===== config.mk =====
export PLATFORM = sky130hd
export DESIGN_NAME = seq_booth_multiplier
export DESIGN_NICKNAME = d
export VERILOG_FILES = /design/src/rtl/mul_pkg.sv /design/src/rtl/booth_step.sv /design/src/rtl/seq_booth_multiplier.sv
export SDC_FILE = /design/constraint.sdc
export NUM_CORES = 1
export LEC_CHECK = 0
export BUFFER_PORTS_ARGS = -buffer_cell sky130_fd_sc_hd__buf_2
export CORE_AREA = 2 2 119 167
export CTS_CLUSTER_SIZE = 12
export DETAILED_ROUTE_END_ITERATION = 16
export DIE_AREA = 0 0 121 169
export GPL_TIMING_DRIVEN = 0
export PLACE_DENSITY = 0.81
export SETUP_SLACK_MARGIN = 0.4
export SYNTH_ARGS = -nofsm -noshare
export SYNTH_HDL_FRONTEND = slang
export SYNTH_SLANG_ARGS = --single-unit

===== constraint.sdc =====
create_clock -name clock -period 12.5 [get_ports clock]
set_clock_uncertainty 0.2 [all_clocks]
set_input_delay 3.75 -clock clock [delete_from_list [all_inputs] [get_ports clock]]
set_output_delay 3.75 -clock clock [all_outputs]
set_load 0.02 [all_outputs]

===== src/rtl/mul_pkg.sv =====
// Shared types and helpers for the sequential radix-2 Booth multiplier.
package mul_pkg;

  typedef enum logic [1:0] {
    IDLE = 2'd0,
    RUN  = 2'd1,
    DONE = 2'd2
  } state_t;

  typedef enum logic [1:0] {
    BOOTH_NOP = 2'd0,
    BOOTH_ADD = 2'd1,
    BOOTH_SUB = 2'd2
  } booth_op_t;

  // Booth recoding of {b0, guard}: 01 adds A, 10 subtracts A.
  function automatic booth_op_t booth_decode(input logic [1:0] pair);
    unique case (pair)
      2'b01:   return BOOTH_ADD;
      2'b10:   return BOOTH_SUB;
      default: return BOOTH_NOP;
    endcase
  endfunction

  // Operands are extended by one bit, so a WIDTH-bit multiply takes WIDTH+1 steps.
  function automatic int iter_count(input int width);
    return width + 1;
  endfunction

endpackage


===== src/rtl/booth_step.sv =====
// One combinational radix-2 Booth iteration: conditional add/sub into the upper half, then arithmetic shift.
module booth_step
  import mul_pkg::*;
#(
  parameter int WIDTH = 32
) (
  input  logic [2*WIDTH+2:0] p,
  input  logic [WIDTH:0]     a,
  output logic [2*WIDTH+2:0] p_next
);

  logic [WIDTH+1:0] upper_ext;
  logic [WIDTH+1:0] a_ext;
  logic [WIDTH+1:0] sum;

  // The extra sum bit keeps A = most-negative from overflowing; its MSB becomes the shifted-in sign.
  always_comb begin
    upper_ext = {p[2*WIDTH+2], p[2*WIDTH+2:WIDTH+2]};
    a_ext     = {a[WIDTH], a};
    sum       = upper_ext;
    unique case (booth_decode(p[1:0]))
      BOOTH_ADD: sum = upper_ext + a_ext;
      BOOTH_SUB: sum = upper_ext - a_ext;
      default:   sum = upper_ext;
    endcase
    p_next = {sum, p[WIDTH+1:1]};
  end

endmodule


===== src/rtl/seq_booth_multiplier.sv =====
// Multi-cycle radix-2 Booth multiplier, signed/unsigned, with start/busy/done handshake.
module seq_booth_multiplier
  import mul_pkg::*;
#(
  parameter int WIDTH = 32
) (
  input  logic             clock,
  input  logic             clear,
  input  logic             start,
  input  logic             is_signed,
  input  logic [WIDTH-1:0] multiplicand,
  input  logic [WIDTH-1:0] multiplier,
  output logic             busy,
  output logic             done,
  output logic [WIDTH-1:0] zhigh,
  output logic [WIDTH-1:0] zlow
);

  localparam int CNT_W = $clog2(WIDTH + 2);
  localparam int PW    = 2 * WIDTH + 3;
  localparam logic [CNT_W-1:0] ITER = CNT_W'(iter_count(WIDTH));

  state_t           state;
  logic [WIDTH:0]   a_reg;
  logic [PW-1:0]    p_reg;
  logic [PW-1:0]    p_next;
  logic [CNT_W-1:0] cnt;
  logic [WIDTH:0]   ext_a;
  logic [WIDTH:0]   ext_b;

  // One extension rule serves both modes: sign bit when signed, zero otherwise.
  always_comb begin
    ext_a = {is_signed & multiplicand[WIDTH-1], multiplicand};
    ext_b = {is_signed & multiplier[WIDTH-1], multiplier};
  end

  booth_step #(.WIDTH(WIDTH)) u_step (
    .p      (p_reg),
    .a      (a_reg),
    .p_next (p_next)
  );

  always_ff @(posedge clock or negedge clear) begin
    if (!clear) begin
      state <= IDLE;
      busy  <= 1'b0;
      done  <= 1'b0;
      zhigh <= '0;
      zlow  <= '0;
      cnt   <= '0;
      a_reg <= '0;
      p_reg <= '0;
    end else begin
      unique case (state)
        IDLE, DONE: begin
          done <= 1'b0;
          if (start) begin
            a_reg <= ext_a;
            p_reg <= {{(WIDTH+1){1'b0}}, ext_b, 1'b0};
            cnt   <= ITER;
            state <= RUN;
            busy  <= 1'b1;
          end else begin
            state <= IDLE;
            busy  <= 1'b0;
          end
        end
        RUN: begin
          p_reg <= p_next;
          cnt   <= cnt - 1'b1;
          // Final step: capture the product straight from the step output so done and data align.
          if (cnt == CNT_W'(1)) begin
            state <= DONE;
            busy  <= 1'b0;
            done  <= 1'b1;
            zhigh <= p_next[2*WIDTH:WIDTH+1];
            zlow  <= p_next[WIDTH:1];
          end
        end
        default: begin
          state <= IDLE;
          busy  <= 1'b0;
          done  <= 1'b0;
        end
      endcase
    end
  end

endmodule


### Word level (Yosys, flattened, before mapping)

Index checks and enable logic that the tools add are counted.

| cells by class | value |
|---|---|
| reductions and logical operators | 7 |
| $add $sub $neg | 3 |
| multiplexer cells | 14 |
| eq/ne operators | 10 |
| bitwise gates (word level) | 2 |

Operator list:

| operator | number |
|---|---|
| $pmux W67 S2 | 1 |
| $pmux W34 S2 | 1 |
| $mux W67 | 1 |
| $add A33 B33 Y34 | 1 |
| $sub A33 B33 Y34 | 1 |
| $pmux W6 S2 | 1 |
| $pmux W2 S2 | 2 |
| $eq A2 B1 Y1 const B | 3 |
| $eq A2 B2 Y1 const B | 3 |
| $eq A6 B1 Y1 const B | 1 |
| $mux W6 | 1 |
| $reduce_and A2 Y1 | 3 |
| $sub A6 B1 Y6 const B | 1 |
| $mux W1 | 5 |
| $ne A2 B2 Y1 const B | 2 |
| $ne A3 B1 Y1 const B | 1 |
| $reduce_and A3 Y1 | 1 |
| $and A1 B1 Y1 | 2 |
| $logic_not A2 Y1 | 1 |
| $mux W2 | 1 |
| $pmux W1 S2 | 1 |
| $reduce_bool A2 Y1 | 1 |
| $reduce_or A2 Y1 | 1 |

| word-level totals | value |
|---|---|
| bits in registers | 174 |
| logic and storage cells | 45 |

### Depth between registers and ports, before layout

| depth | value |
|---|---|
| depth after elaboration | 5 |
| depth in mapped cells | 19 |
| mapped depth without buffers | 18 |

### By module

Synthesis repeated with hierarchy kept, for this count alone.

| second synthesis, totals | value |
|---|---|
| cells, all modules | 999 |
| area, all modules | 9,992.1 µm² |

Modules (own cells, without submodules):

| module | cells each | area each (µm²) | sequential area each (µm²) | times used |
|---|---|---|---|---|
| seq_booth_multiplier | 535 | 6,880.3 | 4,304.1 | 1 |
| booth_step | 464 | 3,111.7 | 0.0 | 1 |

### Worst setup path after synthesis

Ideal clock, no wire load.

| path | value |
|---|---|
| kind | input port to flip-flop |
| start point | input start |
| end point | register p_reg[21] |
| buffers on the path | 2 |
| data arrival time | 4.714 ns |
| setup time | 0.066 ns |
| required time | 12.234 ns |
| setup slack | 7.520 ns |
| stages | 5 |
| path through | nor2b_1 clkbuf_1 buf_1 a22oi_1 nand2_1 |

| on the way | value |
|---|---|
| cells in the longest elaborated chain, start to end | 2 |

Ends and longest elaborated chain:

| item | line | source |
|---|---|---|
| start, declared | seq_booth_multiplier.sv:9 | `input logic start,` |
| $ne A2 B2 Y1 (no source line) | - |  |
| $reduce_and A2 Y1 (no source line) | - |  |
| end signal, assigned | seq_booth_multiplier.sv:59 | `p_reg <= {{(WIDTH+1){1'b0}}, ext_b, 1'b0};` |
| end signal, assigned | seq_booth_multiplier.sv:69 | `p_reg <= p_next;` |
| end, declared | seq_booth_multiplier.sv:25 | `logic [PW-1:0] p_reg;` |

No other way between the ends.
A chain may end at the register's enable or synchronous reset.

### Final worst setup path

| path | value |
|---|---|
| start point | input start |
| end point | register p_reg[48] |

Same word-level chain as after synthesis.

==> qor.yml <==
ys_ff_latch: 172
endpoint: "p_reg[48]$_DFFE_PN0P_"
yosysSeqAreaShare_pct: 46.1
period_needed_ns: 5.19
crit_arrival_ns: 5.37
largest_reg_flops: 67
nFillCells: 1720
grt_pass1_vias: 8442
hold_path_depth: 2
r2r_start: "p_reg[0]$_DFFE_PN0P_"
avgSynthCellArea_um2: 8.86
hold_buffers: 0
startpoint_type: "input port"
overflow: 0
firstDrtPassIters: 5
status: "finished clean"
cts-root-buf: "clkbuf_16"
cts_inserted_buffers: 17
viasPerCell: 5.64
period_share_pct: 41.5
htree_num_levels: 4
wl_per_cell_um: 17.7
synth-main-ff-cell: "dfrtp_1"
antenna_found_initial: 0
cts_setup_buffers: 0
reg2reg_to: "zhigh[28]$_DFFE_PN0P_"
critical_path_required_ns: 12.68
drive_above_1_share_pct: 16.2
cts_resized: 0
synth_edf_count: 0
antenna_cells: 0
endpoint_kind: "flip-flop"
routed_wl_um: 25900
async_reset_ff_share_pct: 100
hold_violations: 0
slew_headroom_pct: 48.4
fp.coreArea_um2: 19000
grt_max_degree: 99
cts_buffer_depth: 2
place.gp.congestion: 0.936
io_pins: 134
min_path_type: "flip-flop to flip-flop"
clock_latency_ns: 0.44
cts.sinks: 172
synth_cell_types: 67
path_class: "input port to flip-flop"
grt.total_usage_pct: 26.6
vias: 8292
die_h_um: 169
num_rows: 60
port_buffers: 133
dieWidth_um: 121
initial_core_util_pct: 49.2
syn_inst: 1055
dieArea_um2: 20400
drt_iter0_markers: 536
cts.clk_slew.worst_paths_ns: 0.08
startpoint: "start"
cap_violations: 0
dp_hpwl_um: 19400
nets: 1315
ff_latch_area_um2: 4300
rsz0062_at_grt: "false"
drc: 0
finalWorstSetupSlack_ns: 7.31
crit_fanout: 10
setup_viol: 0
r2r_setup_slack_ns: 7.43
synth_nets: 1162
post-place-ws_ns: 6.84
syn_to_final_growth_pct: 17.6
synth.cell_area_um2: 9340
multi_input_area_um2: 4740
slew_viol_final: 0
fmaxAchievable_mhz: 193
yosysWarningCount: 0
setup_tns_ns: 0
drtAntennaViolNets: 0
rr_worst_depth: 16
grt_pass1_wl_um: 42400
cts_tree: "done"
worstMarginPinSlew_ns: 0.775
logic make-up after synthesis:
| family | after synthesis | synth area share [%] |
|---|---|---|
| buffers and inverters | 77 | 3.16 |
| AOI/OAI and AO/OA | 243 | 17.3 |
| and+or+nand+nor | 438 | 19.6 |
| adders and majority gates | 39 | 5.30 |
| xor gates and xnor gates | 59 | 5.53 |
| DFF | 172 | 46.1 |
| muxes | 27 | 3.08 |
layout make-up:
class / instances / share of cell area, %
Buffer: 55 / 1.93
Clock inverter: 15 / 1.91
Inverter: 22 / 0.751
Sequential cell: 172 / 39.2
Timing Repair Buffer: 134 / 6.40
Tap cell: 248 / 2.82
Multi-Input combinational cell: 806 / 43.2
Clock buffer: 17 / 3.87
worst min path at each step:
| stage | start | endpoint | slack [ns] |
|---|---|---|---|
| CTS | zlow[28]$_DFFE_PN0P_ | zlow[28]$_DFFE_PN0P_ | 0.28 |
| global placement | zlow[30]$_DFFE_PN0P_ | zlow[30]$_DFFE_PN0P_ | 0.26 |
| detailed placement | zlow[25]$_DFFE_PN0P_ | zlow[25]$_DFFE_PN0P_ | 0.26 |
| finish | zlow[28]$_DFFE_PN0P_ | zlow[28]$_DFFE_PN0P_ | 0.27 |
| global route | zlow[22]$_DFFE_PN0P_ | zlow[22]$_DFFE_PN0P_ | 0.30 |
| floorplan | cnt[5]$_DFFE_PN0P_ | cnt[5]$_DFFE_PN0P_ | 0.25 |
routing by layer:
metal | up-vias | wire, um | global-route usage (%)
li1 | 3941 | - | -
met1 | 4004 | 9580 | 28.6
met2 | 272 | 13500 | 47.9
met3 | 75 | 1290 | 4.92
met4 | 0 | 1610 | 15.9
met5 | - | 0 | 0
through the flow:
stage,area [um^2],util (%),cells,hold slack (ns)
global placement,10300,54.3,1436,0.255
global route,11000,57.9,1469,0.304
detailed placement,10400,54.5,1437,0.257
finish,11000,57.9,1469,0.274
CTS,11000,57.9,1469,0.276
floorplan,9340,-,1055,0.246
critical path: stages:
cell,delay (ns)
buf_2,0.10
nor2b_1,0.17
nor2_1,0.56
clkbuf_1,0.53
a22o_1,0.25
layout by cell type (no fill, tap or decap), drive strengths merged, types with 4 or more instances in the layout:
| master | count |
|---|---|
| o21bai | 8 |
| mux2 | 14 |
| nand3 | 10 |
| and2 | 5 |
| and3 | 4 |
| a21oi | 59 |
| clkbuf | 59 |
| nand2 | 312 |
| o31ai | 6 |
| xnor2 | 49 |
| nor2b | 4 |
| nor4 | 5 |
| buf | 147 |
| nand4 | 6 |
| xor2 | 10 |
| or3 | 5 |
| inv | 29 |
| a31oi | 11 |
| dfrtp | 172 |
| nor2 | 50 |
| a211oi | 7 |
| a22o | 14 |
| nor3 | 20 |
| ha | 38 |
| a22oi | 31 |
| a21o | 20 |
| or4 | 6 |
| o21ai | 63 |
| mux2i | 13 |
| clkinv | 7 |
synthesized netlist by cell type (4+ instances only):
cell / instances / area [um^2]
o21ai_1: 11 / 55.1
nor4_1: 5 / 31.3
and3_1: 4 / 25.0
a211oi_1: 4 / 30.0
a21oi_1: 57 / 285
a22o_1: 14 / 123
dfrtp_1: 172 / 4300
a22oi_1: 31 / 233
o21bai_1: 8 / 60.1
a21o_1: 19 / 143
or3_1: 5 / 31.3
nand3_1: 10 / 50.1
mux2_2: 14 / 158
xor2_1: 10 / 87.6
nor2b_1: 4 / 25.0
xnor2_1: 49 / 429
o31ai_1: 4 / 30.0
mux2i_1: 13 / 130
nor3_1: 20 / 100
o21ai_0: 52 / 260
and2_1: 5 / 31.3
nand2_1: 312 / 1170
a31oi_1: 10 / 62.6
inv_1: 21 / 78.8
nor2_1: 49 / 184
or4_1: 5 / 37.5
nand4_1: 6 / 37.5
buf_1: 10 / 37.5
clkbuf_1: 42 / 158
ha_1: 38 / 475
Power is not shown: default switching activity piles up to over one toggle a cycle in this logic, so the estimate is an artifact.
